$ cat src/rtl/dmem_arbiter.sv
// dmem_arbiter
//   Shares one data memory (combinational read, synchronous write) between the
//   CPU load/store port (port 0) and a secondary master (port 1). At most one
//   port is granted per cycle, and the grant is combinational, so it adds no
//   latency. Port 1 can lock the memory for a burst of up to MAX_BURST beats.
//   Port 1 cannot wait more than MAX_WAIT cycles while port 0 keeps requesting.
//
// Ports
//   clk, reset            rising-edge clock, asynchronous active-high reset
//   req0_*                port 0: valid/we/addr/wdata in, ready/rdata out
//   req1_*                port 1: same as port 0, plus req1_last (final beat)
//   mem_we/addr/wdata     to data_mem
//   mem_rdata             from data_mem (passed to both ports unchanged)
module dmem_arbiter #(
  parameter int AW        = 32,
  parameter int DW        = 32,
  parameter int MAX_WAIT  = 4,
  parameter int MAX_BURST = 8
) (
  input  logic          clk,
  input  logic          reset,
  input  logic          req0_valid,
  input  logic          req0_we,
  input  logic [AW-1:0] req0_addr,
  input  logic [DW-1:0] req0_wdata,
  output logic          req0_ready,
  output logic [DW-1:0] req0_rdata,
  input  logic          req1_valid,
  input  logic          req1_we,
  input  logic [AW-1:0] req1_addr,
  input  logic [DW-1:0] req1_wdata,
  input  logic          req1_last,
  output logic          req1_ready,
  output logic [DW-1:0] req1_rdata,
  output logic          mem_we,
  output logic [AW-1:0] mem_addr,
  output logic [DW-1:0] mem_wdata,
  input  logic [DW-1:0] mem_rdata
);

  typedef enum logic {ARB = 1'b0, LOCK1 = 1'b1} state_t;

  localparam logic [3:0] WAIT_LIM   = 4'(MAX_WAIT);
  localparam logic [7:0] BURST_LAST = 8'(MAX_BURST - 1);
  localparam bit         BURST_EN   = (MAX_BURST > 1);

  state_t     state, state_n;
  logic [3:0] wait1, wait1_n;
  logic [7:0] beats, beats_n;
  logic       grant0, grant1;

  function automatic logic [3:0] wait_sat_inc(input logic [3:0] w);
    return (w >= WAIT_LIM) ? WAIT_LIM : w + 4'd1;
  endfunction

  always_ff @(posedge clk or posedge reset) begin
    if (reset) begin
      state <= ARB;
      wait1 <= 4'd0;
      beats <= 8'd0;
    end else begin
      state <= state_n;
      wait1 <= wait1_n;
      beats <= beats_n;
    end
  end

  // Grant and memory mux. Reset masks both grants, so no write can
  // reach the memory while reset is high.
  always_comb begin
    grant0 = 1'b0;
    grant1 = 1'b0;
    if (!reset) begin
      if (state == LOCK1) grant1 = req1_valid;
      else                grant1 = req1_valid && (!req0_valid || wait1 == WAIT_LIM);
      grant0 = req0_valid && !grant1;
    end
    req0_ready = grant0;
    req1_ready = grant1;
    mem_addr   = grant1 ? req1_addr  : req0_addr;
    mem_wdata  = grant1 ? req1_wdata : req0_wdata;
    mem_we     = grant1 ? req1_we : (grant0 ? req0_we : 1'b0);
    req0_rdata = mem_rdata;
    req1_rdata = mem_rdata;
  end

  // Next-state: starvation counter and burst lock.
  always_comb begin
    state_n = state;
    beats_n = beats;
    wait1_n = wait1;
    if (!req1_valid || grant1) wait1_n = 4'd0;
    else                       wait1_n = wait_sat_inc(wait1);
    case (state)
      ARB: begin
        if (grant1 && !req1_last && BURST_EN) begin
          state_n = LOCK1;
          beats_n = 8'd1;
        end
      end
      LOCK1: begin
        if (!req1_valid) begin
          state_n = ARB;
          beats_n = 8'd0;
        end else if (req1_last || beats == BURST_LAST) begin
          // Forced release at MAX_BURST beats lets port 0 in next cycle.
          state_n = ARB;
          beats_n = 8'd0;
        end else begin
          beats_n = beats + 8'd1;
        end
      end
      default: begin
        state_n = ARB;
        beats_n = 8'd0;
      end
    endcase
  end

endmodule

$ cat config.mk
export PLATFORM = sky130hd
export DESIGN_NAME = dmem_arbiter
export DESIGN_NICKNAME = d
export VERILOG_FILES = /design/src/rtl/dmem_arbiter.sv
export SDC_FILE = /design/constraint.sdc
export NUM_CORES = 1
export LEC_CHECK = 0
export CORE_AREA = 2 2 115 117
export CTS_BUF_LIST = sky130_fd_sc_hd__clkbuf_8
export CTS_CLUSTER_SIZE = 12
export DETAILED_ROUTE_END_ITERATION = 7
export DIE_AREA = 0 0 117 119
export HOLD_SLACK_MARGIN = 0.03
export SETUP_SLACK_MARGIN = 0.05
export SYNTH_ARGS = -nofsm -noshare
export SYNTH_HDL_FRONTEND = slang
export SYNTH_SLANG_ARGS = --single-unit
$ cat constraint.sdc
create_clock -name clk -period 2.5 [get_ports clk]
set_input_delay 0.5 -clock clk [delete_from_list [all_inputs] [get_ports clk]]
set_output_delay 0.5 -clock clk [all_outputs]
set_load 0.005 [all_outputs]
# After elaboration in Yosys (flattened, before gate mapping)
# Cells that the tools add are included.
# classes
n_mux	18
n_bitwise	1
n_reduce_logical	10
eq_ne	3
addsub	2
order_cmp	1
# op_table
operator	count
2-to-1 mux 32 bit	2
2-to-1 mux 8 bit	3
one-hot mux 8 bit (2 select lines)	1
2-to-1 mux 1 bit	9
adder 8 x 1 -> 8 bit (second input constant)	1
== test 8 x 3 -> 1 bit (second input constant)	1
2-to-1 mux 4 bit	2
adder 4 x 1 -> 4 bit (second input constant)	1
== test 4 x 3 -> 1 bit (second input constant)	1
>= comparator 4 x 3 -> 1 bit (second input constant)	1
logical NOT 1 bit	4
logical AND 1 bit	3
logical OR 1 bit	3
inequality test 2 bit (second input constant)	1
one-hot mux 1 bit (2 select lines)	1
inverter 1 bit	1
# totals
out_inout_bits	131
reg_bits	13
elab_cells	38

# Longest topological paths before layout
# Gate-level depths: netlist of run 1.
# depth
ltp_word	10
depth_mapped	8
mapped_depth_nobuf	6

# Least setup slack after synthesis of run 1
# No wires, ideal clock.
# synth_path
kind	register to output
start	register wait1[0]
end	output mem_wdata[25]
path_stages_with_launch	8
setup_slack_ns	0.473
required_ns	2.000
n_path_buf	2
arrival_time_ns	1.527
path_cell_list	dfrtp_1 inv_1 ha_1 nand3b_1 a21oi_4 buf_6 buf_6 mux2_1
# synth_via
elab_chain_cells	7
# synth_lines
element	line	rtl
from (decl)	48	logic [3:0] wait1, wait1_n;
from (signal assigned)	63	wait1 <= wait1_n;
== test 4 x 3 -> 1 bit	75	else grant1 = req1_valid && (!req0_valid || wait1 == WAIT_LIM);
logical OR 1 bit	75	
logical AND 1 bit	75	
2-to-1 mux 1 bit	74	if (state == LOCK1) grant1 = req1_valid;
2-to-1 mux 1 bit (2 in a row)	73	if (!reset) begin
via req1_ready	33	output logic req1_ready,
2-to-1 mux 32 bit	81	mem_wdata = grant1 ? req1_wdata : req0_wdata;
to (decl)	37	output logic [DW-1:0] mem_wdata,
# The timed path passes the listed nets, and every way through them passes these cells. The select of a mux whose other input is x is not followed.

# Worst setup path in the final report of run 1
# layout_path
start	register wait1[1]
end	output mem_wdata[6]
# layout_via
elab_chain_cells	7
# layout_lines
element	line
== test 4 x 3 -> 1 bit	75
logical OR 1 bit	75
logical AND 1 bit	75
2-to-1 mux 1 bit	74
2-to-1 mux 1 bit (2 in a row)	73
2-to-1 mux 32 bit	81
# No other way between the ends. The select of a mux whose other input is x is not followed.

==> results of run 1 <==
==> per-stage QoR <==
stage	utilization [%]	hold slack, ns	power, mW	cells
finish	34.47	0.4470	1.162	556
detailed placement	30.17	0.5330	0.8494	540
global placement	30.17	0.5142	0.8486	540
floorplan	-	0.3820	0.4895	210
global route	34.47	0.4647	1.226	556
CTS	34.36	0.4422	1.165	558
==> flip-flops by register name, indices dropped and copies added (netlist names) <==
register  flops
state         1
wait1         4
beats         8
==> worst paths after layout <==
check / slack [ns] / to
setup / recovery: -0.05 / mem_wdata[6]
hold / removal: 0.45 / state$_DFF_PP0_
setup reg to reg: 0.54 / wait1[1]$_DFF_PP0_
hold reg to reg: 0.55 / beats[6]$_DFFE_PP0P_
max in group asynchronous: 1.90 / beats[5]$_DFFE_PP0P_
min in group clk: 0.55 / beats[6]$_DFFE_PP0P_
==> timing repair <==
action / 4_1_cts / 5_1_grt
setup endpoints to repair: 65 / 66
cloned: 4 / 0
resized for setup: 391 / 17
hold endpoints to repair: 0 / 0
buffers inserted: 11 / 0
pin swaps: 2 / 2
==> where the power goes <==
| part | switching [mW] | internal [mW] | total, mW | leakage, nW |
|---|---|---|---|---|
| Combinational | 0.220 | 0.518 | 0.739 | 1.75 |
| Clock | 0.0770 | 0.110 | 0.187 | 0.0255 |
| Sequential | 0.0137 | 0.222 | 0.236 | 0.175 |
==> cell usage in the layout, fill, tap and decap left out, types with 5 or more instances in the layout <==
master           count
buf_8                6
buf_12               5
buf_6               64
mux2_2               5
o21ai_0              6
buf_4               15
mux2_4              57
dfrtp_1             13
buf_2                8
clkdlybuf4s50_1    132
==> layout make-up <==
cell class	instances	area share, %
repair buffers	237	55.99
flip-flops and latches	13	7.330
well taps	176	4.962
inverters	6	0.5075
clock inverters	1	0.1128
clock buffers	3	0.9304
multi-input cells	120	30.17
==> critical path, stage by stage (launching register included) <==
cell and delay [ns]:
dfrtp_1 0.38, inv_2 0.08, ha_4 0.12, nand3b_1 0.14, a21oi_4 0.18, buf_12 0.13
buf_12 0.11, buf_16 0.13, buf_8 0.11, mux2_4 0.30, buf_6 0.12
==> cell families (layout without fill, tap and decap cells) <==
kind of cell / count (synthesis) / after routing / share of synthesized area, %
buffers and inverters: 77 / 247 / 28.32
multiplexers: 64 / 64 / 36.25
AND/OR/NAND/NOR: 29 / 29 / 9.063
AO/OA/AOI/OAI: 22 / 22 / 7.489
flip-flops: 13 / 13 / 16.36
adder cells (fa/ha/maj): 3 / 3 / 1.888
other: 1 / 1 / 0.1886
XOR/XNOR: 1 / 1 / 0.4406
==> per-layer routing <==
layer  vias up  global-route usage, %  wire length, um
li1       1012                      -                -
met1      1025                  21.08             4874
met2       138                  21.28             4513
met3        10                  5.344             1002
met4         4                  1.176               42
met5         -                      0               28
==> results.yml, run 1 <==
status:
  status: "finished, violations left"
  violations: "setup timing"
worst_setup_path:
  critPathMaxFanout: 6
  required_ns: 2.00
  rr_worst_depth: 11
  startpoint: "wait1[1]$_DFF_PP0_"
  end_kind: "output port"
  startpoint_type: "register"
  crit_type: "reg -> out"
  r2r_start: "wait1[1]$_DFF_PP0_"
  arrival_ns: 2.05
clocking:
  clock-root-buffer: "clkbuf_8"
  clk_pin_slew_ns: 0.06
  cts_tree: "yes"
  cts_hold_buffers: 0
  clk_path_buf_depth: 2
  clock_latency_ns: 0.24
  cts_max_level: 1
  cts_buffers: 3
  cts_sinks: 13
synthesis:
  yosys_register_bits: 13
  yosysMostFrequentCell: "buf_4"
  postSynth.asyncResetShare_pct: 100.0
  syn_inst: 210
  synth_edf_count: 0
  synth_common_cells: "buf_4, mux2_2, dfrtp_1"
  synth-warning-count: 0
  synth_top_area_share_pct: 32.85
  ys_top_cells_by_area: "mux2_2, buf_4, dfrtp_1"
  avgSynthCellArea_sq_um: 9.467
  synth_seq_area_share_pct: 16.36
  yosysUniqueCellTypes: 36
  synth-main-ff-cell: "dfrtp_1"
  syn_area_sq_mm: 0.001988
  syn-num-nets: 380
  yosysTopAreaCell: "mux2_2"
floorplanning:
  die_y_um: 119
  die_x_um: 117
  fp.dieArea_sq_mm: 0.01392
  row_count: 42
  core_region_area_sq_mm: 0.01287
  start_util_pct: 15.44
  ios: 298
global_routing:
  antenna_found_initial: 2
  grt_pass1_wl_mm: 14.97
  grt_pass1_vias: 2396
  overflow: 0
  grt_util_all_layers_pct: 14.52
  grt_max_degree: 14
job:
  cap_viol_max_count: 0
final_layout:
  area_growth_pct: 123.2
  fillers: 1310
  ff_latch_area_sq_um: 325.3
  drive_gt1_share_pct: 45.79
  antenna_cells: 0
  fin_nets: 551
  final_area_sq_mm: 0.004438
  multi_input_area_sq_mm: 0.001339
placed_design:
  pre_cts_ws_ns: -0.5086
  place_hpwl_mm: 8.221
  routabilityCongestion: 0.9225
  io_buffers: 201
  placed_cell_area_sq_mm: 0.003885
timing:
  tns_ns: -0.4617
  tightestPinTransition_ns: 0.5644
  final.min_clock_period_ns: 2.545
  fin_worst_skew_ns: 0.0008666
  drv_slew: 0
  slew_headroom_pct: 62.37
  clock.fmax_ghz: 0.3929
  rsz0062_at_grt: "yes"
  setup_viol: 25
  hold_viol: 0
  finalWorstSetupSlack_ns: -0.04501
  min_period_over_period_pct: 101.8
pwr:
  power.density_mw_per_mm2: 261.8
  ir_drop_mv: 0.1805
  leakagePower_nw: 1.948
detailed_routing:
  wl_per_cell_um: 18.82
  wirelength_mm: 10.46
  num_vias: 2189
  drc: 0
  post_drt_via_cell_ratio: 3.937
  antenna_left: 0
  drt_iter0_markers: 86
  drtPass1Iterations: 4
worst_hold_path:
  hp-class: "in -> async"
Power figures use the tool's default switching activity.
==> run 2, diff against run 1 <==
- clock period: 2.5 -> 2.39 ns (I/O delays scaled with it)
==> run 2 against run 1 <==
The flow still finishes with violations (setup timing). Global-route usage about the same. Clock-buffer cell count unchanged. Utilization up 0.32 points. Critical path depth unchanged. Die area unchanged. Final cell count up 0.72%. Largest cell class unchanged.
==> results.yml, run 2 (synthesis gave the netlist of run 1 again) <==
final_layout:
  layout.cells.non_filler: 560
  fin_nets: 555
  fin_util_pct: 34.79
  layout_commonest_cell: "clkdlybuf4s50_1"
  reg_top3: "beats (8), wait1 (4), state (1)"
  mostFrequentLayoutCells: "clkdlybuf4s50_1, buf_6, mux2_4, buf_4, dfrtp_1"
  antenna_cells: 0
  final_area_sq_mm: 0.004479
  regMostFlops: "beats"
  largest_reg_flops: 8
  drive_gt1_share_pct: 46.35
  area_growth_pct: 125.3
placed_design:
  pre_cts_ws_ns: -0.5633
  placed_cell_area_sq_mm: 0.003885
  place_hpwl_mm: 8.191
  routabilityCongestion: 0.9225
  dp_cells: 540
  io_buffers: 201
timing:
  slew_headroom_pct: 60.63
  min_period_over_period_pct: 107.4
  tightestPinTransition_ns: 0.5906
  hold_slack_ns: 0.4186
  setup_viol: 64
  rsz0062_at_grt: "yes"
  finalWorstSetupSlack_ns: -0.1776
  final.min_clock_period_ns: 2.568
  fin_worst_skew_ns: 0.001891
  drv_slew: 0
  hold_viol: 0
  tns_ns: -7.064
  clock.fmax_ghz: 0.3895
detailed_routing:
  num_vias: 2198
  wirelength_mm: 10.60
  drtPass1Iterations: 4
  drt_iter0_markers: 93
  antenna_left: 0
  drc: 0
  wl_per_cell_um: 18.92
  post_drt_via_cell_ratio: 3.925
worst_setup_path:
  end_kind: "output port"
  critPathMaxFanout: 7
  r2r_start: "wait1[0]$_DFF_PP0_"
  rr_worst_depth: 12
  max_stage_delay_ns: 0.37
  required_ns: 1.91
  arrival_ns: 2.09
  crit_type: "reg -> out"
  worst_path_max_delay_cell: "dfrtp_1"
  crit_cells: 10
  worstPathCellList: "inv_1, ha_2, nand3b_1, a21oi_4, buf_12, buf_12, buf_8, buf_6, mux2_4, buf_6"
  worst-path-buf-inv: 6
  startpoint: "wait1[1]$_DFF_PP0_"
  startpoint_type: "register"
  crit_family: "buffers and inverters"
clocking:
  cts_max_level: 1
  clock-root-buffer: "clkbuf_8"
  clk_path_buf_depth: 2
  cts_sinks: 13
  clock_latency_ns: 0.25
  cts_hold_buffers: 0
  cts_tree: "yes"
  clk_pin_slew_ns: 0.05
  cts_buffers: 3
floorplanning:
  row_count: 42
  die_x_um: 117
  fp.dieArea_sq_mm: 0.01392
  die_y_um: 119
  start_util_pct: 15.44
  ios: 298
  core_region_area_sq_mm: 0.01287
worst_hold_path:
  hp-class: "in -> async"
global_routing:
  grt_pass1_wl_mm: 15.00
  grt_max_degree: 14
  grt_busiest_layer: "met1"
  grt_use_met2_pct: 21.32
  grt_pass1_vias: 2441
  met3_usage_pct: 4.427
  grt_util_all_layers_pct: 14.52
  overflow: 0
  antenna_found_initial: 2
  use_met1_pct: 21.38
pwr:
  leakagePower_nw: 1.996
  power_mw: 1.225
  ir_drop_mv: 0.1221
  power.density_mw_per_mm2: 273.5
status:
  status: "finished, violations left"
  violations: "setup timing"
job:
  cap_viol_max_count: 0
run 2: cell types whose count changed in the layout (fill, tap and decap cells not counted), moves of 2 or more:
cell    change
inv_2       -2
buf_2       -2
inv_1       +3
buf_6       +3
mux2_1      -2
buf_12      +2
mux2_4      +3
buf_4       +3
run 2: cell type report:
cell class / count / area, sq um
Timing Repair Buffer: 241 / 2526
Inverter: 6 / 22.52
Clock inverter: 1 / 3.754
Clock buffer: 3 / 41.29
Multi-Input combinational cell: 120 / 1340
Sequential cell: 13 / 325.3
Fill cell: 1322 / 8396
Tap cell: 176 / 220.2
run 2: final timing paths:
kind | slack [ns] | to
hold reg to reg | 0.54 | beats[6]$_DFFE_PP0P_
max in group asynchronous | 1.81 | beats[5]$_DFFE_PP0P_
min in group clk | 0.54 | beats[6]$_DFFE_PP0P_
setup / recovery | -0.18 | mem_addr[23]
hold / removal | 0.42 | wait1[3]$_DFF_PP0_
setup reg to reg | 0.29 | wait1[1]$_DFF_PP0_
run 2: worst min-delay path, cell delays in order:
cell and delay (ns):
dlygate4sd2_1 0.26, inv_1 0.07, buf_4 0.21
run 2: repair_timing:
action | 4_1_cts | 5_1_grt
setup endpoints to repair | 67 | 68
gates cloned | 4 | 0
pin swaps | 3 | 3
buffers inserted | 14 | 2
gates resized for setup | 388 | 22
run 2: where the power goes:
| part | switching, mW | internal [mW] | leakage [nW] |
|---|---|---|---|
| clock | 0.0801 | 0.114 | 0.0269 |
| combinational | 0.233 | 0.551 | 1.79 |
| sequential | 0.0154 | 0.232 | 0.175 |
run 2: routing by layer:
layer / wire, um / vias to the layer above
met2: 4520 / 133
met1: 4959 / 1030
met5: 33 / -
met4: 69 / 4
met3: 1014 / 12
li1: - / 1019
==> run 3, diff against run 2 <==
- CAP_MARGIN: default -> 40
==> results of run 3 <==
Same layout as run 2: the final DEF is identical, and so are final timing and power.
